## src/rtl/goertzel_bin_scheduler.sv

```systemverilog
// Frame sequencer that shares one Goertzel loop engine and post-process unit across
// the enabled frequency bins, one pass per ADC bank swap.
module goertzel_bin_scheduler #(
   parameter int NUM_BINS = 4,
   parameter int BIN_BITS = 2,
   parameter int D_W      = 16,
   parameter int TIMEOUT  = 1023,
   parameter int TO_W     = 10
) (
   input  logic                sys_clk,
   input  logic                rst,
   input  logic                bank_switch,
   input  logic [NUM_BINS-1:0] bin_mask,
   output logic [BIN_BITS-1:0] coef_addr,
   input  logic [D_W-1:0]      coef_sin,
   input  logic [D_W-1:0]      coef_cos,
   input  logic [D_W-1:0]      coef_inv_cos,
   output logic                eng_start,
   output logic [D_W-1:0]      eng_coeff,
   input  logic                eng_done,
   output logic                pp_en,
   output logic                pp_start,
   output logic [D_W-1:0]      pp_sin,
   output logic [D_W-1:0]      pp_inv_cos,
   input  logic                pp_done,
   input  logic [D_W-1:0]      pp_mag,
   output logic                res_valid,
   output logic [BIN_BITS-1:0] res_bin,
   output logic [D_W-1:0]      res_mag,
   output logic                frame_done,
   output logic                busy,
   output logic                overrun,
   output logic                timeout_err,
   input  logic                err_clr,
   output logic [3:0]          state_dbg
);

   // Handshake rule: eng_start/pp_start are single-cycle requests; eng_done/pp_done are
   // single-cycle completions honoured only in WAIT_LOOP/WAIT_PP, and res_valid qualifies
   // res_bin/res_mag for exactly one cycle with no backpressure.

   localparam int BW = BIN_BITS + 1;
   localparam logic [BW-1:0]   LAST_BIN = BW'(NUM_BINS);
   localparam logic [TO_W-1:0] TO_LIMIT = TO_W'(TIMEOUT);

   typedef enum logic [3:0] {
      IDLE      = 4'd0,
      SCAN      = 4'd1,
      FETCH     = 4'd2,
      LOAD      = 4'd3,
      RUN       = 4'd4,
      WAIT_LOOP = 4'd5,
      POST      = 4'd6,
      WAIT_PP   = 4'd7,
      EMIT      = 4'd8,
      FIN       = 4'd9
   } state_t;

   state_t              state_q, state_d;
   logic [1:0]          sync_q;
   logic                swap_evt;
   logic [NUM_BINS-1:0] mask_q;
   logic [BW-1:0]       bin_q;
   logic [BIN_BITS-1:0] bin_idx;
   logic [BIN_BITS-1:0] addr_q;
   logic [D_W-1:0]      sin_q, cos_q, inv_q;
   logic [TO_W-1:0]     to_cnt_q;
   logic [BIN_BITS-1:0] res_bin_q;
   logic [D_W-1:0]      res_mag_q;
   logic                overrun_q, timeout_q;

   logic mask_load, bin_clr, bin_inc, addr_load, coef_load;
   logic cnt_clr, cnt_inc, res_load, to_set;

   // Any change of the synchronised level is a swap, whichever way it went.
   assign swap_evt = sync_q[1] ^ sync_q[0];
   assign bin_idx  = bin_q[BIN_BITS-1:0];

   always_ff @(posedge sys_clk) begin
      if (rst) begin
         sync_q <= 2'b00;
      end else begin
         sync_q <= {sync_q[0], bank_switch};
      end
   end

   always_ff @(posedge sys_clk) begin
      if (rst) begin
         state_q <= IDLE;
      end else begin
         state_q <= state_d;
      end
   end

   always_comb begin
      state_d   = state_q;
      mask_load = 1'b0;
      bin_clr   = 1'b0;
      bin_inc   = 1'b0;
      addr_load = 1'b0;
      coef_load = 1'b0;
      cnt_clr   = 1'b0;
      cnt_inc   = 1'b0;
      res_load  = 1'b0;
      to_set    = 1'b0;
      case (state_q)
         IDLE: begin
            if (swap_evt) begin
               mask_load = 1'b1;
               bin_clr   = 1'b1;
               state_d   = SCAN;
            end
         end
         SCAN: begin
            if (bin_q == LAST_BIN) begin
               state_d = FIN;
            end else if (!mask_q[bin_idx]) begin
               bin_inc = 1'b1;
            end else begin
               addr_load = 1'b1;
               state_d   = FETCH;
            end
         end
         FETCH: state_d = LOAD;
         LOAD: begin
            coef_load = 1'b1;
            state_d   = RUN;
         end
         RUN: begin
            cnt_clr = 1'b1;
            state_d = WAIT_LOOP;
         end
         WAIT_LOOP: begin
            if (eng_done) begin
               state_d = POST;
            end else if (to_cnt_q == TO_LIMIT) begin
               to_set  = 1'b1;
               state_d = FIN;
            end else begin
               cnt_inc = 1'b1;
            end
         end
         POST: begin
            cnt_clr = 1'b1;
            state_d = WAIT_PP;
         end
         WAIT_PP: begin
            if (pp_done) begin
               res_load = 1'b1;
               state_d  = EMIT;
            end else if (to_cnt_q == TO_LIMIT) begin
               to_set  = 1'b1;
               state_d = FIN;
            end else begin
               cnt_inc = 1'b1;
            end
         end
         EMIT: begin
            bin_inc = 1'b1;
            state_d = SCAN;
         end
         FIN:     state_d = IDLE;
         default: state_d = IDLE;
      endcase
   end

   always_ff @(posedge sys_clk) begin
      if (rst) begin
         mask_q <= '0;
         bin_q  <= '0;
         addr_q <= '0;
      end else begin
         if (mask_load) mask_q <= bin_mask;
         if (bin_clr) begin
            bin_q <= '0;
         end else if (bin_inc) begin
            bin_q <= bin_q + BW'(1);
         end
         if (addr_load) addr_q <= bin_idx;
      end
   end

   // Coefficients stay in holding registers so the engines see stable operands for the whole bin.
   always_ff @(posedge sys_clk) begin
      if (rst) begin
         sin_q <= '0;
         cos_q <= '0;
         inv_q <= '0;
      end else if (coef_load) begin
         sin_q <= coef_sin;
         cos_q <= coef_cos;
         inv_q <= coef_inv_cos;
      end
   end

   always_ff @(posedge sys_clk) begin
      if (rst) begin
         to_cnt_q <= '0;
      end else if (cnt_clr) begin
         to_cnt_q <= '0;
      end else if (cnt_inc) begin
         to_cnt_q <= to_cnt_q + TO_W'(1);
      end
   end

   always_ff @(posedge sys_clk) begin
      if (rst) begin
         res_bin_q <= '0;
         res_mag_q <= '0;
      end else if (res_load) begin
         res_bin_q <= addr_q;
         res_mag_q <= pp_mag;
      end
   end

   // Sticky flags: a new error in the same cycle as err_clr keeps the flag set.
   always_ff @(posedge sys_clk) begin
      if (rst) begin
         overrun_q <= 1'b0;
         timeout_q <= 1'b0;
      end else begin
         if (swap_evt && (state_q != IDLE)) begin
            overrun_q <= 1'b1;
         end else if (err_clr) begin
            overrun_q <= 1'b0;
         end
         if (to_set) begin
            timeout_q <= 1'b1;
         end else if (err_clr) begin
            timeout_q <= 1'b0;
         end
      end
   end

   assign coef_addr   = addr_q;
   assign eng_start   = (state_q == RUN);
   assign eng_coeff   = {cos_q[D_W-2:0], 1'b0};
   assign pp_en       = (state_q == RUN) || (state_q == WAIT_LOOP) ||
                        (state_q == POST) || (state_q == WAIT_PP);
   assign pp_start    = (state_q == POST);
   assign pp_sin      = sin_q;
   assign pp_inv_cos  = inv_q;
   assign res_valid   = (state_q == EMIT);
   assign res_bin     = res_bin_q;
   assign res_mag     = res_mag_q;
   assign frame_done  = (state_q == FIN);
   assign busy        = (state_q != IDLE);
   assign overrun     = overrun_q;
   assign timeout_err = timeout_q;
   assign state_dbg   = state_q;

endmodule

```

## config.mk

```make
export PLATFORM = sky130hd
export DESIGN_NAME = goertzel_bin_scheduler
export DESIGN_NICKNAME = d
export VERILOG_FILES = /design/src/rtl/goertzel_bin_scheduler.sv
export SDC_FILE = /design/constraint.sdc
export NUM_CORES = 1
export LEC_CHECK = 0
export BUFFER_PORTS_ARGS = -buffer_cell sky130_fd_sc_hd__clkbuf_2
export CORE_ASPECT_RATIO = 0.75
export CORE_MARGIN = 5
export CORE_UTILIZATION = 48
export DETAILED_ROUTE_END_ITERATION = 10
export HOLD_SLACK_MARGIN = 0.12
export PLACE_DENSITY = 0.83
export SYNTH_ARGS = -nofsm -noshare
export SYNTH_HDL_FRONTEND = slang
export SYNTH_SLANG_ARGS = --single-unit
```

## constraint.sdc

```tcl
create_clock -name sys_clk -period 2.1 [get_ports sys_clk]
set_input_delay 0.21 -clock sys_clk [delete_from_list [all_inputs] [get_ports sys_clk]]
set_output_delay 0.21 -clock sys_clk [all_outputs]
set_load 0.01 [all_outputs]
```

; ---- Yosys cells after proc, flatten, opt, wreduce, memory -nomap -nowiden
; Index checks and enable logic that the tools add are counted.
[totals]
regBits = 92
in_bits = 74
output_inout_bits = 80
word_cells = 74
[classes]
addsub = 2
magnitude_cmp = 1
n_eq_ne = 13
muxes = 32
bitwise_logic = 1
reduce_logical = 12
[ops]
columns = operator, count
row1 = $pmux 4 s9, 1
row2 = $mux 4, 6
row3 = $mux 1, 21
row4 = $eq 4x3->1 const B, 4
row5 = $add 10x1->10 const B, 1
row6 = $eq 10x10->1 const B, 1
row7 = $eq 4x2->1 const B, 2
row8 = $eq 4x4->1 const B, 2
row9 = $pmux 1 s2, 3
row10 = $reduce_or 2->1, 3
row11 = $eq 4x1->1 const B, 1
row12 = $logic_not 4->1, 1
row13 = $reduce_bool 2->1, 2
row14 = $reduce_bool 4->1, 1
row15 = $add 3x1->3 const B, 1
row16 = $eq 3x3->1 const B, 1
row17 = $logic_or 1x1->1, 3
row18 = $lt 2x3->1 const B, 1
row19 = $ne 3x3->1 const B, 1
row20 = $bmux 1 s2, 1
row21 = $ne 2x2->1 const B, 1
row22 = $reduce_and 2->1, 1
row23 = $logic_and 1x1->1, 1
row24 = $xor 1x1->1, 1

; ---- Logic depth before layout (Yosys ltp)
; Gate-level depths: netlist (run 1).
[logic_depth]
word_depth = 5
mapped_depth = 7
depth_no_buf = 6

; ---- Least setup slack after synthesis (run 1)
; No wires, ideal clock.
[synth_timing]
path_type = register to register
start = reg bin_q[0]
end = reg bin_q[2]
setup_time_ps = 116
arrival_ps = 1579
required_time_ps = 1984
path_slack_ps = 406
path_stages_with_launch = 5
path_buffers = 0
period_less_slack_ps = 1694
path_cell_list = dfxtp_1 > mux4_2 > o32ai_4 > a211oi_1 > a31o_1
[synth_between]
elab_chain_len = 5
word_cells_on_any_way = 7
classes_between = add/sub: 1 / eq/ne: 1 / mux: 5
[synth_lines]
columns = element, line
row1 = start: declaration, 63  ; logic [BW-1:0] bin_q;
row2 = start signal: assignment, 177  ; bin_q <= bin_q + BW'(1);
row3 = $bmux 1 s2, 117  ; end else if (!mask_q[bin_idx]) begin
row4 = $mux 1 (implied by the code), 117
row5 = $mux 1, 117
row6 = $mux 1, 115  ; if (bin_q == LAST_BIN) begin
row7 = $pmux 1 s2, 106  ; case (state_q)
; Parallel ways exist; a longest one is shown, timed or not. The select of a mux whose other input is x is not followed.
; A chain may end at the register's enable or synchronous reset.

; ---- Final worst setup path (run 1)
[layout_timing]
start = reg state_q[1], in the netlist state_dbg[1]
end = reg to_cnt_q[3]
[layout_between]
elab_chain_len = 4
word_cells_on_any_way = 8
classes_between = eq/ne: 4 / mux: 2 / reduce/logical: 2
[layout_lines]
columns = element, line
row1 = start: declaration, 59  ; state_t state_q, state_d;
row2 = start signal: assignment, 91  ; state_q <= state_d;
row3 = $eq 4x3->1, 106
row4 = $reduce_or 2->1 (no line), -
row5 = $mux 1, 106
row6 = $reduce_or 2->1 (no line), -
row7 = end signal: assignment, 202  ; to_cnt_q <= to_cnt_q + TO_W'(1);
row8 = end: declaration, 67  ; logic [TO_W-1:0] to_cnt_q;
; Parallel ways exist; a longest one is shown, timed or not.

==> run metrics, run 1 <==
status=finished clean; antenna cells=0; Routed Antenna Nets=0; core area=7470 µm²; largest net degree at the start of global routing=61; post-route minimum period=1890 ps; global-route wire length before repair=18700 µm; grt ovf=0; CP required=2330 ps; Vias=3910; Die ar.=9650 µm²; Hold Violations, Final=0; wire per inst=15.1 µm; max-slew violation count=0; initial antenna violation count=0; detailed placer's ending HPWL=7050 µm; Netlist cell types=47; DRC Markers=0; highest clock rate=530 MHz; most common cell after layout, fill and taps aside=clkbuf_2; clk buf depth=2; Synth area leaders=dfxtp_1 (49%), nand2_1 (11%), a21oi_1 (8.2%); Multi-input gate area=1700 µm²; top cell type's share of synthesized area=49.4%; netlist area before placement=3730 µm²; Pleak=0.00248 µW; Post-synth top flop=dfxtp_1; Setup crit start kind=flip-flop; DR iter-0 viols=256; FF/Latch Area=1840 µm²; Worst IR Drop VDD=0.479 mV; clock slew seen by the registers of the worst setup and hold paths=90 ps; Crit. End Element=flip-flop; Layout Skew=8.68 ps; Sum Neg Setup Slack=0 ps; Die X=112 µm; fillers=536; met1 usage=24.9%; Synth area leader=dfxtp_1; # H-tree levels=3; syn_nets=518; final total power=3410 µW; num ports=154; CTS tree=done; RSZ-0062 raised after global routing=false; class of the worst hold path=primary input to flip-flop; final setup vio count=0; Via density=5.17; #FFs+latches synth=92; Final Net Count=728; post-synthesis sequential area ratio=49.4%; number of synthesized flops with an enable pin=0; synthesis-to-finish area growth=45.3%; layout cell share with drive strength beyond 1=27.9%; most crowded layer after global routing=met2; worst skew pair latency=350 ps; PwrDens=629 nW/µm²; Final period util=89.9%; routed wire length=11400 µm; Die H=86.3 µm; GP Congestion=0.926; # clock sinks=92; Arr. time, crit path=2120 ps; Post-Syn Instances=441; Root Buffer=clkbuf_8; worst slack, placed=208 ps; IO buf count=151; Worst slew margin=60.4%; # rows=27; share of flip-flops with an asynchronous set or reset=0%; crit-path max FO=12; vias in the first global route=3905; GR met2 Demand/Resource=45.2%; setup ws final=212 ps; met3 usage in global routing=6.21%; worst slew pin tran=588 ps; DR pass1 iterations=5; most frequent cells in the layout=clkbuf_2 (151), nand2_1 (108), dfxtp_1 (91), dlygate4sd3_1 (68), a21oi_1 (61); Max Cap Violations=0; CTS Buf Count=9; Setup Crit Path Kind=flip-flop to flip-flop; Tot GR Track Use=23.6%; Mapped Avg Cell Area=8.45 µm²; Initial Utilization=49.9%; YS warnings=0
worst max-delay path, cell delays in order (launching register included):
cell	delay, ps
dfxtp_1	560
nand2b_1	310
nand3_1	340
o311ai_0	430
o41ai_1	130
metrics by stage:
stage | hold slack [ps] | util (%) | cells | instance area [µm²]
finish | 209 | 72.6 | 756 | 5420
global route | 220 | 72.6 | 756 | 5420
CTS | 190 | 72.5 | 756 | 5410
detailed placement | 423 | 60.8 | 673 | 4540
global placement | 427 | 60.8 | 673 | 4540
floorplan | 338 | - | 441 | 3730
cell type report:
type / count / share of cell area [%]
multi-input cells: 309 / 31.4
flip-flops and latches: 92 / 34.0
clock buffers: 10 / 2.36
inverters: 11 / 0.762
well taps: 101 / 2.33
repair buffers: 228 / 28.0
clock inverters: 5 / 1.15
where the power goes:
part / internal, µW / switching [µW] / total (µW)
combinational: 235 / 207 / 443
sequential: 1770 / 27.3 / 1800
clock: 551 / 613 / 1160
total: 2560 / 847 / 3410
per-layer routing:
metal  wire [µm]  vias up
met5           0        -
met4         350        0
met3         803       42
met2        5990      173
met1        4290     1788
li1            -     1907
flip-flops by register name (all words and copies together), names as in the netlist:
name,cells
pp_inv_cos,16
pp_sin,16
res_mag,16
cos_q,15
to_cnt_q,10
mask_q,4
state_dbg,4
bin_q,3
coef_addr,2
res_bin,2
sync_q,2
overrun,1
timeout_err,1
cells in the mapped netlist, types with 2 or more instances:
master and instances:
or3_1 5, o41ai_1 2, o21a_1 3, a21o_1 2
inv_1 11, ha_1 3, and2_1 4, a21oi_1 61
or4_1 2, clkbuf_1 13, nand3_1 11, and3_1 5
nand2_1 108, o31ai_1 2, dfxtp_1 92, nor3_1 3
buf_4 6, o21ai_0 4, buf_2 8, o311ai_0 3
mux2i_1 23, nor2_1 32, nor2b_1 7, and4_1 3
nand4_1 6
final timing paths:
kind                                                start                        to  slack, ps  cells after the start
worst max-delay path            state_dbg[1]$_SDFFE_PP0P_  to_cnt_q[3]$_SDFFE_PP0P_        210                      4
worst min-delay path                              err_clr      overrun$_SDFFE_PP0P_        210                      4
worst max register to register  state_dbg[1]$_SDFFE_PP0P_  to_cnt_q[3]$_SDFFE_PP0P_        210                      4
worst min register to register     mask_q[2]$_SDFFE_PP0P_    mask_q[2]$_SDFFE_PP0P_        460                      2
timing repair:
item | in CTS | in global routing
gates resized for setup | 0 | 2
endpoints found under the hold margin | 68 | 0
hold buffers | 68 | 0
buffers inserted | 0 | 0
setup endpoints to repair | 0 | 5
kinds of logic after synthesis:
| logic type | share of synthesized area, % |
|---|---|
| compound gates | 13.7 |
| xor+xnor | 0.470 |
| fa+ha+maj | 1.01 |
| buf+inv | 5.10 |
| flops | 49.4 |
| mux | 7.08 |
| other cells | 0.101 |
| simple gates | 23.2 |
Power figures use the tool's default switching activity.
==> inputs of run 2 (changes only) <==
--- a/config.mk
+++ b/config.mk
@@ -9,9 +9,12 @@
 export CORE_ASPECT_RATIO = 0.75
 export CORE_MARGIN = 5
 export CORE_UTILIZATION = 48
+export CTS_CLUSTER_SIZE = 20
 export DETAILED_ROUTE_END_ITERATION = 10
+export GPL_ROUTABILITY_DRIVEN = 0
 export HOLD_SLACK_MARGIN = 0.12
 export PLACE_DENSITY = 0.83
+export SETUP_SLACK_MARGIN = 0.5
 export SYNTH_ARGS = -nofsm -noshare
 export SYNTH_HDL_FRONTEND = slang
 export SYNTH_SLANG_ARGS = --single-unit
==> run 2 against run 1 <==
  * Clock power hardly changed
  * Clock skew about the same
  * Critical path type unchanged
  * Utilization rose by 4.1 points
  * Register-to-register slack improved by 100 ps
  * Final cell count up 2.8%
  * Design area is 5.6% higher
  * Via count grew 6.7%
  * Sequential power hardly changed
  * Non-clock buffer count grew 20
  * Fmax is 5.7% higher
  * First-iteration DRC count is 26% higher
==> run metrics, run 2 (synthesis gave the netlist of run 1 again) <==
grt ovf=0 (unchanged); # rows=27 (unchanged); Vias=4172 (+6.7%); DR iter-0 viols=323 (+26%); num ports=154 (unchanged); detailed placer's ending HPWL=7260 µm (+3.0%); crit-path max FO=4 (-8); RSZ-0062 raised after global routing=true; Layout Skew=8.48 ps (-0.197 ps); PwrDens=612 nW/µm² (-2.7%); vias in the first global route=4084 (+4.6%); synthesis-to-finish area growth=53.5%; global-route wire length before repair=19500 µm (+4.6%); wire per inst=16.7 µm (+11%); Root Buffer=clkbuf_8; NetSw=885 µW (+4.4%); worst-path cell chain=mux4_2 -> o32ai_4 -> buf_4 -> xnor2_1 -> nor2_1; DR pass1 iterations=5 (unchanged); Sum Neg Setup Slack=0 ps (unchanged); Die H=86.3 µm (unchanged); crit-path max cell delay=570 ps (about the same); class of the worst hold path=primary input to flip-flop; Worst IR Drop VDD=0.497 mV (+3.6%); Crit. End Element=flip-flop; Setup crit start kind=flip-flop; status=finished clean; Initial Utilization=49.9% (unchanged); P_int=2620 µW (+2.2%); hold slack final=120 ps (-89.4 ps); Arr. time, crit path=2040 ps (-80 ps); clock slew seen by the registers of the worst setup and hold paths=90 ps (about the same); Die X=112 µm (unchanged); CP max stage cell=mux4_2; Final Net Count=748 (+2.7%); clk buf depth=2 (unchanged); Tot GR Track Use=24.6% (+1.0 points); highest clock rate=560 MHz (+5.7%); sequential power share=51.5% (-1.3 points); largest net degree at the start of global routing=48 (-21%); CP required=2350 ps (+20 ps); worst skew pair latency=360 ps (about the same); CTS tree=done; routed wire length=13000 µm (+14%); most frequent cells in the layout=clkbuf_2 (147), nand2_1 (107), dfxtp_1 (85), dlygate4sd3_1 (67), a21oi_1 (59); Pleak=0.00261 µW (+5.1%); layout cell share with drive strength beyond 1=33.8% (+5.8 points); FF/Latch Area=1860 µm² (+1.1%); Hold Violations, Final=0 (unchanged); sw frac=25.3% (+0.39 points); fillers=501 (-6.5%); initial antenna violation count=0 (unchanged); Setup Crit Path Kind=flip-flop to flip-flop; max-slew violation count=0 (unchanged); # clock sinks=92 (unchanged); CTS Buf Count=9 (unchanged); core area=7470 µm² (unchanged); Multi-input gate area=1790 µm² (+5.0%); r2r setup slk=310 ps (+100 ps); IO buf count=151 (unchanged); DRC Markers=0 (unchanged); most common cell after layout, fill and taps aside=clkbuf_2; Max Cap Violations=0 (unchanged); combinational power share=15.3% (+2.3 points); Final period util=85.1% (-4.8 points); Routed Antenna Nets=0 (unchanged); final setup vio count=0 (unchanged); worst slack, placed=238 ps (+29.5 ps); Via density=5.37 (+3.8%); setup ws final=314 ps (+102 ps); # H-tree levels=3 (unchanged); clock share of power=33.2% (-1.0 points); post-route minimum period=1790 ps (-102 ps); Die ar.=9650 µm² (unchanged)
## run 2: cell count changes in the layout (fill, tap and decap cells not counted), moves of 3 or more
| cell | previous run | this run |
|---|---|---|
| dfxtp_4 | 0 | 5 |
| buf_4 | 8 | 24 |
| dfxtp_1 | 91 | 85 |
| clkbuf_2 | 151 | 147 |
| buf_2 | 0 | 3 |
| buf_6 | 0 | 4 |
## run 2: routing by layer
| metal | GRT usage, % | wire length [µm] | up-vias |
|---|---|---|---|
| li1 | - | - | 1950 |
| met1 | 25.6 | 4890 | 1972 |
| met2 | 46.8 | 6780 | 210 |
| met3 | 6.21 | 816 | 40 |
| met4 | 11.2 | 509 | 0 |
| met5 | 0 | 0 | - |
## run 2: layout make-up
| cell class | instances | area share, % |
|---|---|---|
| clock buffers | 10 | 2.23 |
| clock inverters | 5 | 1.09 |
| repair buffers | 248 | 29.9 |
| flip-flops and latches | 92 | 32.6 |
| inverters | 11 | 0.722 |
| diodes | 1 | 0.0437 |
| well taps | 101 | 2.21 |
| multi-input cells | 309 | 31.2 |
## run 2: what timing repair did
| item | CTS | global route |
|---|---|---|
| pin swaps | 2 | 6 |
| endpoints found under the hold margin | 67 | 0 |
| resized for setup | 20 | 28 |
| gates cloned | 0 | 1 |
| hold buffers | 67 | 0 |
| buffers inserted | 12 | 9 |
| setup endpoints to repair | 82 | 64 |
## run 2: worst paths after layout
| kind | endpoint | startpoint | cells after the start |
|---|---|---|---|
| max | bin_q[0]$_SDFFE_PP0P_ | bin_q[0]$_SDFFE_PP0P_ | 5 |
| max reg2reg | bin_q[0]$_SDFFE_PP0P_ | bin_q[0]$_SDFFE_PP0P_ | 5 |
| min | res_mag[2]$_SDFFE_PP0P_ | pp_mag[2] | 3 |
| min reg2reg | pp_sin[7]$_SDFFE_PP0P_ | pp_sin[7]$_SDFFE_PP0P_ | 2 |
## run 2: critical path: cells and delay by family, from the launching register on
kind	cells	cell delay [ps]
AND/OR/NAND/NOR	1	60
multiplexers	1	570
XOR/XNOR	1	110
AO/OA/AOI/OAI	1	390
flip-flops	1	370
buffers and inverters	1	180
## run 2: stage by stage
| stage | cells | cell area (µm²) | util, % | total power [µW] |
|---|---|---|---|---|
| 6_report | 777 | 5720 | 76.6 | 3500 |
| 5_1_grt | 776 | 5720 | 76.6 | 3620 |
| 4_1_cts | 766 | 5560 | 74.4 | 3470 |
| 3_5_place_dp | 672 | 4540 | 60.8 | 2170 |
| 3_3_place_gp | 672 | 4540 | 60.8 | 2160 |
| 2_1_floorplan | 441 | 3730 | - | 2030 |
## run 2: power groups by stage
| stage | sequential (µW) | combinational, µW | clock [µW] |
|---|---|---|---|
| 2_1_floorplan | 1840 | 193 | 0 |
| 3_3_place_gp | 1840 | 315 | 0 |
| 3_5_place_dp | 1850 | 324 | 0 |
| 4_1_cts | 1800 | 465 | 1200 |
| 5_1_grt | 1810 | 572 | 1240 |
| 6_report | 1800 | 535 | 1160 |
==> inputs of run 3 (changes only) <==
--- a/config.mk
+++ b/config.mk
@@ -8,12 +8,13 @@
 export BUFFER_PORTS_ARGS = -buffer_cell sky130_fd_sc_hd__clkbuf_2
 export CORE_ASPECT_RATIO = 0.75
 export CORE_MARGIN = 5
-export CORE_UTILIZATION = 48
+export CORE_UTILIZATION = 37
+export CTS_BUF_LIST = sky130_fd_sc_hd__clkbuf_4 sky130_fd_sc_hd__clkbuf_8
 export CTS_CLUSTER_SIZE = 20
 export DETAILED_ROUTE_END_ITERATION = 10
 export GPL_ROUTABILITY_DRIVEN = 0
 export HOLD_SLACK_MARGIN = 0.12
-export PLACE_DENSITY = 0.83
+export PLACE_DENSITY = 0.67
 export SETUP_SLACK_MARGIN = 0.5
 export SYNTH_ARGS = -nofsm -noshare
 export SYNTH_HDL_FRONTEND = slang
==> run 3 against run 2 <==
  * Non-clock buffer count shrank 2
  * Via count shrank 7.0%
  * Critical path depth shrank 1
  * Register-to-register slack gained 110 ps
  * Routed wire length shrank 10%
  * Final cell count grew 3.6%
  * Die area grew 26%
  * Clock power grew 14%
  * Largest cell class unchanged
==> run metrics, run 3 (synthesis gave the netlist of run 1 again) <==
Final period util=80.0% (-5.1 points); Die X=126 µm (+13%); # rows=31 (+15%); Initial Utilization=38.3% (-12 points); DRC Markers=0 (unchanged); Setup Crit Path Kind=flip-flop to flip-flop; RR Startpoint=bin_q[0]$_SDFFE_PP0P_; DR pass1 iterations=4 (-1); highest clock rate=595 MHz (+6.4%); Vias=3879 (-7.0%); most frequent cells in the layout=clkbuf_2 (148), nand2_1 (108), dfxtp_1 (86), dlygate4sd3_1 (69), a21oi_1 (61); PwrDens=627 nW/µm² (+2.5%); CTS tree=done; grt ovf=0 (unchanged); Worst slew margin=63.5%; Max Cap Violations=0 (unchanged); Die H=96.9 µm (+12%); hold depth=4 (+1); core area=9740 µm² (+30%); status=finished clean; Hold Path Sink=overrun$_SDFFE_PP0P_; detailed placer's ending HPWL=7170 µm (-1.2%); vias in the first global route=3877 (-5.1%); synthesis-to-finish area growth=54.8%; max-slew violation count=0 (unchanged); worst-path cell chain=mux4_2 -> o32ai_4 -> a211oi_2 -> a31o_1; crit-path max cell delay=560 ps (about the same); DR iter-0 viols=134 (-59%); setup ws final=420 ps (+107 ps); CTS Buf Count=9 (unchanged); Tot GR Track Use=18.3% (-6.3 points); Worst IR Drop VDD=0.556 mV (+12%); # H-tree levels=3 (unchanged); worst slew pin tran=548 ps; Hold Crit Start=err_clr; Setup crit start kind=flip-flop; class of the worst hold path=primary input to flip-flop; CP max stage cell=mux4_2; clk buf depth=2 (unchanged); Crit. End Element=flip-flop; IO buf count=151 (unchanged); Routed Antenna Nets=0 (unchanged); global-route wire length before repair=18700 µm (-4.2%); crit-path max FO=4 (unchanged); buffers plus inverters on the worst setup path=0 (-1); initial antenna violation count=0 (unchanged); routed wire length=11600 µm (-10%); Final Net Count=746 (-0.27%); reg-to-reg endpoint=bin_q[2]$_SDFFE_PP0P_; antenna cells=0 (-1); r2r setup slk=420 ps (+110 ps); worst slack, placed=226 ps (-11.2 ps); wire per inst=14.5 µm (-13%); CP top delay family=compound AO/OA/AOI/OAI gates; Sum Neg Setup Slack=0 ps (unchanged); num ports=154 (unchanged); clock slew seen by the registers of the worst setup and hold paths=90 ps (about the same); CP required=2360 ps (about the same); Arr. time, crit path=1940 ps (-100 ps); largest net degree at the start of global routing=75 (+56%); most common cell after layout, fill and taps aside=clkbuf_2; RSZ-0062 raised after global routing=true; # clock sinks=92 (unchanged); post-route minimum period=1680 ps (-107 ps); worst skew pair latency=360 ps (about the same); R2R depth=4 (-1); Die ar.=12200 µm² (+26%); Via density=4.82 (-10%); Layout Skew=10.8 ps (+2.36 ps); Root Buffer=clkbuf_8; Hold Violations, Final=0 (unchanged); Pleak=0.00262 µW (+0.28%); final setup vio count=0 (unchanged); layout cell share with drive strength beyond 1=33.3% (-0.49 points)
-- run 3: cell count changes in the layout (fill, tap and decap cells not counted), sizes merged --
| cell | delta |
|---|---|
| clkbuf | +2 |
| bufinv | +1 |
| diode | -1 |
| inv | -2 |
| buf | -5 |
| clkinv | +1 |
| dlygate4sd3 | +2 |
| clkinvlp | -1 |
-- run 3: metrics by stage --
stage / instances / hold WS [ps] / util, % / cell area (µm²) / power, µW
after floorplan: 441 / 338 / - / 3730 / 2030
after global placement: 702 / 425 / 47.1 / 4580 / 2160
after detailed placement: 702 / 425 / 47.1 / 4580 / 2170
after CTS: 799 / 150 / 58.1 / 5650 / 3650
after global routing: 805 / 198 / 59.3 / 5770 / 3770
final: 805 / 172 / 59.3 / 5770 / 3620
-- run 3: worst max-delay path by stage --
stage	from	to	slack (ps)	depth (start not counted)
finish	bin_q[0]$_SDFFE_PP0P_	bin_q[2]$_SDFFE_PP0P_	420	4
CTS	bin_q[0]$_SDFFE_PP0P_	bin_q[2]$_SDFFE_PP0P_	420	4
global route	bin_q[1]$_SDFFE_PP0P_	bin_q[2]$_SDFFE_PP0P_	380	6
global placement	state_dbg[0]$_SDFFE_PP0P_	bin_q[2]$_SDFFE_PP0P_	330	4
floorplan	state_dbg[2]$_SDFFE_PP0P_	bin_q[2]$_SDFFE_PP0P_	500	5
detailed placement	state_dbg[0]$_SDFFE_PP0P_	to_cnt_q[3]$_SDFFE_PP0P_	230	4
-- run 3: layout make-up --
cell class / instances / area, µm²
Fill cell: 834 / 3960
Tap cell: 132 / 165
Clock inverter: 4 / 73.8
Multi-Input combinational cell: 309 / 1770
Timing Repair Buffer: 246 / 1710
Inverter: 11 / 45.0
Clock buffer: 11 / 145
Sequential cell: 92 / 1860
-- run 3: where the power goes --
group / switching [µW] / internal [µW]
Clock: 607 / 711
Sequential: 27.4 / 1770
Combinational: 221 / 282
Total: 856 / 2770
-- run 3: worst register-to-register path, cell delays in order (launching register included) --
cell and delay (ps):
dfxtp_4 360, mux4_2 560, o32ai_4 340, a211oi_2 120, a31o_1 200
-- run 3: repair_timing --
action,CTS,global route
hold buffers,69,0
hold endpoints to repair,70,0
gates cloned,0,1
endpoints found under the setup margin,71,86
pin swaps,4,6
resized for setup,21,24
setup buffers,13,5
-- run 3: metal layers --
layer,part of all wire (%),up-vias,GRT usage [%]
met3,5.3,27,5.01
met1,42,1795,21.8
met2,49,117,31.1
met5,0,-,0
li1,-,1940,-
met4,2.7,0,7.17
